**config.mk**
```make
export PLATFORM = sky130hd
export DESIGN_NAME = seq_mult_digit_2x3
export DESIGN_NICKNAME = d
export VERILOG_FILES = /design/src/rtl/seq_mult_digit_2x3_pkg.sv /design/src/rtl/seq_mult_digit_2x3_mult_2_3.sv /design/src/rtl/seq_mult_digit_2x3.sv
export SDC_FILE = /design/constraint.sdc
export NUM_CORES = 1
export LEC_CHECK = 0
export CORE_MARGIN = 2
export CORE_UTILIZATION = 57
export DETAILED_ROUTE_END_ITERATION = 12
export GPL_ROUTABILITY_DRIVEN = 0
export GPL_TIMING_DRIVEN = 0
export PLACE_DENSITY_LB_ADDON = 0.05
export SYNTH_ARGS = -nofsm -noshare
export SYNTH_HDL_FRONTEND = slang
export SYNTH_SLANG_ARGS = --single-unit
```
**constraint.sdc**
```tcl
create_clock -name clk -period 5.8 [get_ports clk]
set_input_delay 0.58 -clock clk [delete_from_list [all_inputs] [get_ports clk]]
set_output_delay 0.58 -clock clk [all_outputs]
set_load 0.1 [all_outputs]
```
**src/rtl/seq_mult_digit_2x3_pkg.sv**
```systemverilog
// Shared types and digit-width constants for the digit-serial 2x3 multiplier.
//   state_e   : controller states
//   A_DIGIT_W : width of one multiplicand digit fed to the core
//   B_DIGIT_W : width of one multiplier digit fed to the core
//   CORE_PW   : width of one core product (3 * 7 = 21 fits in 5 bits)
package seq_mult_digit_2x3_pkg;

    localparam int unsigned A_DIGIT_W = 2;
    localparam int unsigned B_DIGIT_W = 3;
    localparam int unsigned CORE_PW   = A_DIGIT_W + B_DIGIT_W;

    typedef enum logic [1:0] {
        IDLE = 2'd0,
        CALC = 2'd1,
        DONE = 2'd2
    } state_e;

endpackage

```
**src/rtl/seq_mult_digit_2x3_mult_2_3.sv**
```systemverilog
// Purely combinational 2-bit x 3-bit unsigned multiplier core.
//   a_i      : 2-bit multiplicand digit
//   b_i      : 3-bit multiplier digit
//   prod_c_o : 5-bit product, combinational (no register)
module seq_mult_digit_2x3_mult_2_3
    import seq_mult_digit_2x3_pkg::*;
(
    input  logic [A_DIGIT_W-1:0] a_i,
    input  logic [B_DIGIT_W-1:0] b_i,
    output logic [CORE_PW-1:0]   prod_c_o
);

    logic [CORE_PW-1:0] pp0;
    logic [CORE_PW-1:0] pp1;

    // Two shifted partial products, one per multiplicand bit.
    always_comb begin
        pp0      = a_i[0] ? CORE_PW'(b_i) : '0;
        pp1      = a_i[1] ? (CORE_PW'(b_i) << 1) : '0;
        prod_c_o = pp0 + pp1;
    end

endmodule

```
**src/rtl/seq_mult_digit_2x3.sv**
```systemverilog
// Sequential unsigned multiplier: splits A into 2-bit digits and B into
// 3-bit digits, feeds one digit pair per cycle to the 2x3 core and
// accumulates the shifted partial products.
//   clk, rst          : clock, synchronous active-high reset
//   in_valid/in_ready : operand handshake (in_a, in_b)
//   out_valid/out_ready : product handshake (out_p = in_a * in_b)
//   busy              : high while partial products are being accumulated
// Latency: accept in cycle 0 -> out_valid in cycle A_DIGITS*B_DIGITS+1.
module seq_mult_digit_2x3
    import seq_mult_digit_2x3_pkg::*;
#(
    parameter  int unsigned A_DIGITS = 4,
    parameter  int unsigned B_DIGITS = 3,
    localparam int unsigned AW       = A_DIGIT_W * A_DIGITS,
    localparam int unsigned BW       = B_DIGIT_W * B_DIGITS,
    localparam int unsigned PW       = AW + BW
) (
    input  logic          clk,
    input  logic          rst,
    input  logic          in_valid,
    output logic          in_ready,
    input  logic [AW-1:0] in_a,
    input  logic [BW-1:0] in_b,
    output logic          out_valid,
    input  logic          out_ready,
    output logic [PW-1:0] out_p,
    output logic          busy
);

    localparam int unsigned IW  = (A_DIGITS > 1) ? $clog2(A_DIGITS) : 1;
    localparam int unsigned JW  = (B_DIGITS > 1) ? $clog2(B_DIGITS) : 1;
    // Largest shift is PW-CORE_PW, so clog2(PW) bits always suffice.
    localparam int unsigned SHW = $clog2(PW);

    localparam logic [IW-1:0] I_LAST = IW'(A_DIGITS - 1);
    localparam logic [JW-1:0] J_LAST = JW'(B_DIGITS - 1);

    state_e        state_q, state_d;
    logic [AW-1:0] a_q, a_d;
    logic [BW-1:0] b_q, b_d;
    logic [PW-1:0] acc_q, acc_d;
    logic [IW-1:0] i_q, i_d;
    logic [JW-1:0] j_q, j_d;
    logic [PW-1:0] out_p_q, out_p_d;
    logic          in_ready_q, in_ready_d;
    logic          out_valid_q, out_valid_d;
    logic          busy_q, busy_d;

    logic [SHW-1:0]       shamt_a;
    logic [SHW-1:0]       shamt_b;
    logic [SHW-1:0]       shamt;
    logic [A_DIGIT_W-1:0] a_dig;
    logic [B_DIGIT_W-1:0] b_dig;
    logic [CORE_PW-1:0]   core_p;
    logic [PW-1:0]        addend;
    logic [PW-1:0]        acc_sum;

    // Digit selection: A digit i sits at bit 2i, B digit j at bit 3j.
    always_comb begin
        shamt_a = SHW'({i_q, 1'b0});
        shamt_b = SHW'(j_q) + SHW'({j_q, 1'b0});
        shamt   = shamt_a + shamt_b;
        a_dig   = A_DIGIT_W'(a_q >> shamt_a);
        b_dig   = B_DIGIT_W'(b_q >> shamt_b);
    end

    seq_mult_digit_2x3_mult_2_3 u_core (
        .a_i      (a_dig),
        .b_i      (b_dig),
        .prod_c_o (core_p)
    );

    // Weighted partial product; the exact product always fits in PW bits.
    always_comb begin
        addend  = PW'(core_p) << shamt;
        acc_sum = acc_q + addend;
    end

    // Next-state and registered-output logic.
    always_comb begin
        state_d = state_q;
        a_d     = a_q;
        b_d     = b_q;
        acc_d   = acc_q;
        i_d     = i_q;
        j_d     = j_q;
        out_p_d = out_p_q;

        case (state_q)
            IDLE: begin
                if (in_valid && in_ready_q) begin
                    a_d     = in_a;
                    b_d     = in_b;
                    acc_d   = '0;
                    i_d     = '0;
                    j_d     = '0;
                    state_d = CALC;
                end
            end
            CALC: begin
                acc_d = acc_sum;
                if (j_q == J_LAST) begin
                    j_d = '0;
                    if (i_q == I_LAST) begin
                        i_d     = '0;
                        out_p_d = acc_sum;
                        state_d = DONE;
                    end else begin
                        i_d = i_q + IW'(1);
                    end
                end else begin
                    j_d = j_q + JW'(1);
                end
            end
            DONE: begin
                if (out_ready) begin
                    state_d = IDLE;
                end
            end
            default: begin
                state_d = IDLE;
            end
        endcase

        in_ready_d  = (state_d == IDLE);
        busy_d      = (state_d == CALC);
        out_valid_d = (state_d == DONE);
    end

    // State and output registers.
    always_ff @(posedge clk) begin
        if (rst) begin
            state_q     <= IDLE;
            a_q         <= '0;
            b_q         <= '0;
            acc_q       <= '0;
            i_q         <= '0;
            j_q         <= '0;
            out_p_q     <= '0;
            in_ready_q  <= 1'b1;
            out_valid_q <= 1'b0;
            busy_q      <= 1'b0;
        end else begin
            state_q     <= state_d;
            a_q         <= a_d;
            b_q         <= b_d;
            acc_q       <= acc_d;
            i_q         <= i_d;
            j_q         <= j_d;
            out_p_q     <= out_p_d;
            in_ready_q  <= in_ready_d;
            out_valid_q <= out_valid_d;
            busy_q      <= busy_d;
        end
    end

    assign in_ready  = in_ready_q;
    assign out_valid = out_valid_q;
    assign out_p     = out_p_q;
    assign busy      = busy_q;

endmodule
```
==> results_dict.tcl <==
set metrics [dict create \
    outcome "finished, final reports clean" \
    fin_cells 610 \
    die_w_um 86.3 \
    power_switching_mw 0.258 \
    diodes 0 \
    power.total_mw 0.959 \
    endpoint_kind "register" \
    dpl-instance-area_mm2 0.00436 \
    ctsHoldBuffers 0 \
    hold_path_class "register to register" \
    track_usage_pct 28.1 \
    power_density_mw_per_mm2 204 \
    synth_nets 522 \
    final.fill_count 529 \
    antenna_found_initial 0 \
    finalMaxSlewViolations 0 \
    synthTopCellsByCount "nand2_1, dfxtp_1, a21oi_1" \
    slew_headroom_pct 33.0 \
    cts_buffers 9 \
    p_int_mw 0.701 \
    hold_viol 0 \
    setup_violations 0 \
    async_reset_ff_share_pct 0 \
    maxCapViolations 0 \
    period_needed_ps 5560 \
    overflow 0 \
    pin_count 41 \
    route.vias.total 3605 \
    grt_pass1_vias 3412 \
    cp.arrival_ps 5800 \
    cts_tree "built" \
    ant_nets 0 \
    dieArea_mm2 0.00745 \
    viasPerCell 5.91 \
    stdcell_area_mm2 0.00469 \
    ys.flop_type "dfxtp_1" \
    yosysTopAreaCell "dfxtp_1" \
    grt_use_met2_pct 43.4 \
    critPathKind "register to register" \
    synth_cells 473 \
    combinationalPowerShare_pct 14.8 \
    layout_setup_ws_ps 241 \
    tns_ps 0 \
    start_kind "register" \
    wire_per_inst_um 16.5 \
    use_met1_pct 38.9 \
    p_leak_nw 1.76 \
    path_clk_slew_ps 70 \
    tightest_slew_ps 997 \
    rows 29 \
    fin_crit_sh_pct 95.8 \
    clk_latency_ps 340 \
    seqCellArea_mm2 0.00120 \
    drive_gt1_share_pct 11.8 \
    die_h_um 86.3 \
    placed_cells 590 \
    root_buffer "clkbuf_8" \
    numClockSinks 60 \
    synth_edf_count 0 \
    grt_max_degree 11 \
    nets 577 \
    dp_hpwl_um 7640 \
    cts_buffer_depth 2 \
    initial_core_util_pct 59.8 \
    worstPathMaxFanout 10 \
    skew_ps 6.77 \
    drt_iter0_drc 203 \
    synth.avg_cell_area_um2 8.16 \
    grt_pass1_wl_um 16300 \
    synth_area_leaders "dfxtp_1, ha_1, nand2_1" \
    top_usage_layer "met2" \
    yosysSeqAreaShare_pct 31.1 \
    finalCoreUtilization_pct 72.6 \
    synth_warnings 0 \
    synth_seq_cells 60 \
    syn_area_mm2 0.00386 \
    yosysTopAreaCellShare_pct 31.1 \
    vdd_drop_max_mv 0.211 \
    p_sw_share_pct 26.9 \
    routed_wl_um 10000 \
    grt_util_met3_pct 5.62 \
    yosysMostFrequentCell "nand2_1" \
    clock.fmax_mhz 180 \
    htree_levels 3 \
    cp.required_ps 6040 \
    seqPwrFrac_pct 45.2 \
    pre_cts_ws_ps -235 \
    synthToLayoutAreaGrowth_pct 21.6 \
    drcViolationCount 0 \
    whs_ps 461 \
    p_clk_share_pct 40.0 \
    multi_input_area_mm2 0.00255 \
    io_buffers 40 \
    drtPass1Iterations 4 \
    synth.distinct_cells 67 \
    core_area_mm2 0.00646 \
]
==> layout make-up <==
class / count / area share (%)
tap: 77 / 2.05
buffer: 23 / 2.88
multi-input combinational: 370 / 54.3
timing repair buffer: 44 / 9.17
clock buffer: 12 / 3.31
clock inverter: 4 / 1.01
inverter: 20 / 1.68
sequential: 60 / 25.6
==> flip-flops by register name, summed over array words and instances, names as in the netlist <==
signal,count
a_q,8
acc_q,17
b_q,9
busy,1
i_q,2
in_ready,1
j_q,2
out_p,17
out_valid,1
state_q,2
==> worst max-delay path: stages (launching register included) <==
cell and delay [ps]:
dfxtp_2 380, buf_6 190, clkinvlp_4 150, ha_4 310
buf_4 190, mux2i_1 120, mux4_2 490, nor3_1 190
ha_1 200, inv_1 60, fa_1 500, nor2_1 50
a21oi_2 160, inv_1 110, mux2i_4 190, nor2_1 80
a31oi_2 220, nor2_1 80, ha_1 230, or4_1 540
o2111ai_2 240, a21oi_1 140, or3_1 370, a32o_1 260
==> cells in the final DEF (no fill, tap or decap), types with 8 or more instances in the layout <==
| master | n |
|---|---|
| clkbuf_8 | 14 |
| ha_1 | 22 |
| o21ai_0 | 12 |
| a22oi_1 | 9 |
| dfxtp_1 | 59 |
| nand2_1 | 76 |
| xnor2_1 | 8 |
| mux2i_1 | 12 |
| clkbuf_1 | 18 |
| inv_1 | 19 |
| clkdlybuf4s50_1 | 40 |
| a21oi_1 | 53 |
| nor2_1 | 49 |
==> power by group through the flow <==
stage | Sequential (mW) | Clock (mW) | Combinational (mW)
finish | 0.433 | 0.384 | 0.142
global route | 0.434 | 0.406 | 0.153
CTS | 0.433 | 0.388 | 0.137
detailed placement | 0.442 | 0 | 0.134
global placement | 0.441 | 0 | 0.131
floorplan | 0.449 | 0 | 0.0841
==> worst paths after layout <==
kind | slack [ps] | end | from | cells past startpoint
hold reg to reg | 460 | a_q[0] | a_q[0] | 2
setup reg to reg | 240 | acc_q[12] | j_q[0] | 23
hold / removal | 460 | a_q[0] | a_q[0] | 2
setup / recovery | 240 | acc_q[12] | j_q[0] | 23
==> cell families (layout without fill, tap and decap cells) <==
logic type	after synthesis	count (layout)	synth area share (%)
fa+ha+maj	28	28	9.66
mux	19	19	6.74
flops	60	60	31.1
compound gates	133	133	23.1
buf+inv	43	103	5.38
simple gates	177	177	21.1
xor+xnor	13	13	2.95
==> per-layer routing <==
layer,wire (µm),vias up
met5,0,-
met4,212,0
met3,650,18
met2,4400,101
met1,4780,1685
li1,-,1801
==> repair_timing <==
item | in CTS | in global routing
setup endpoints to repair | 16 | 18
gates resized for setup | 12 | 13
pin swaps | 0 | 2
buffers inserted | 1 | 3
Note: power is estimated with default switching activity, not from simulation.
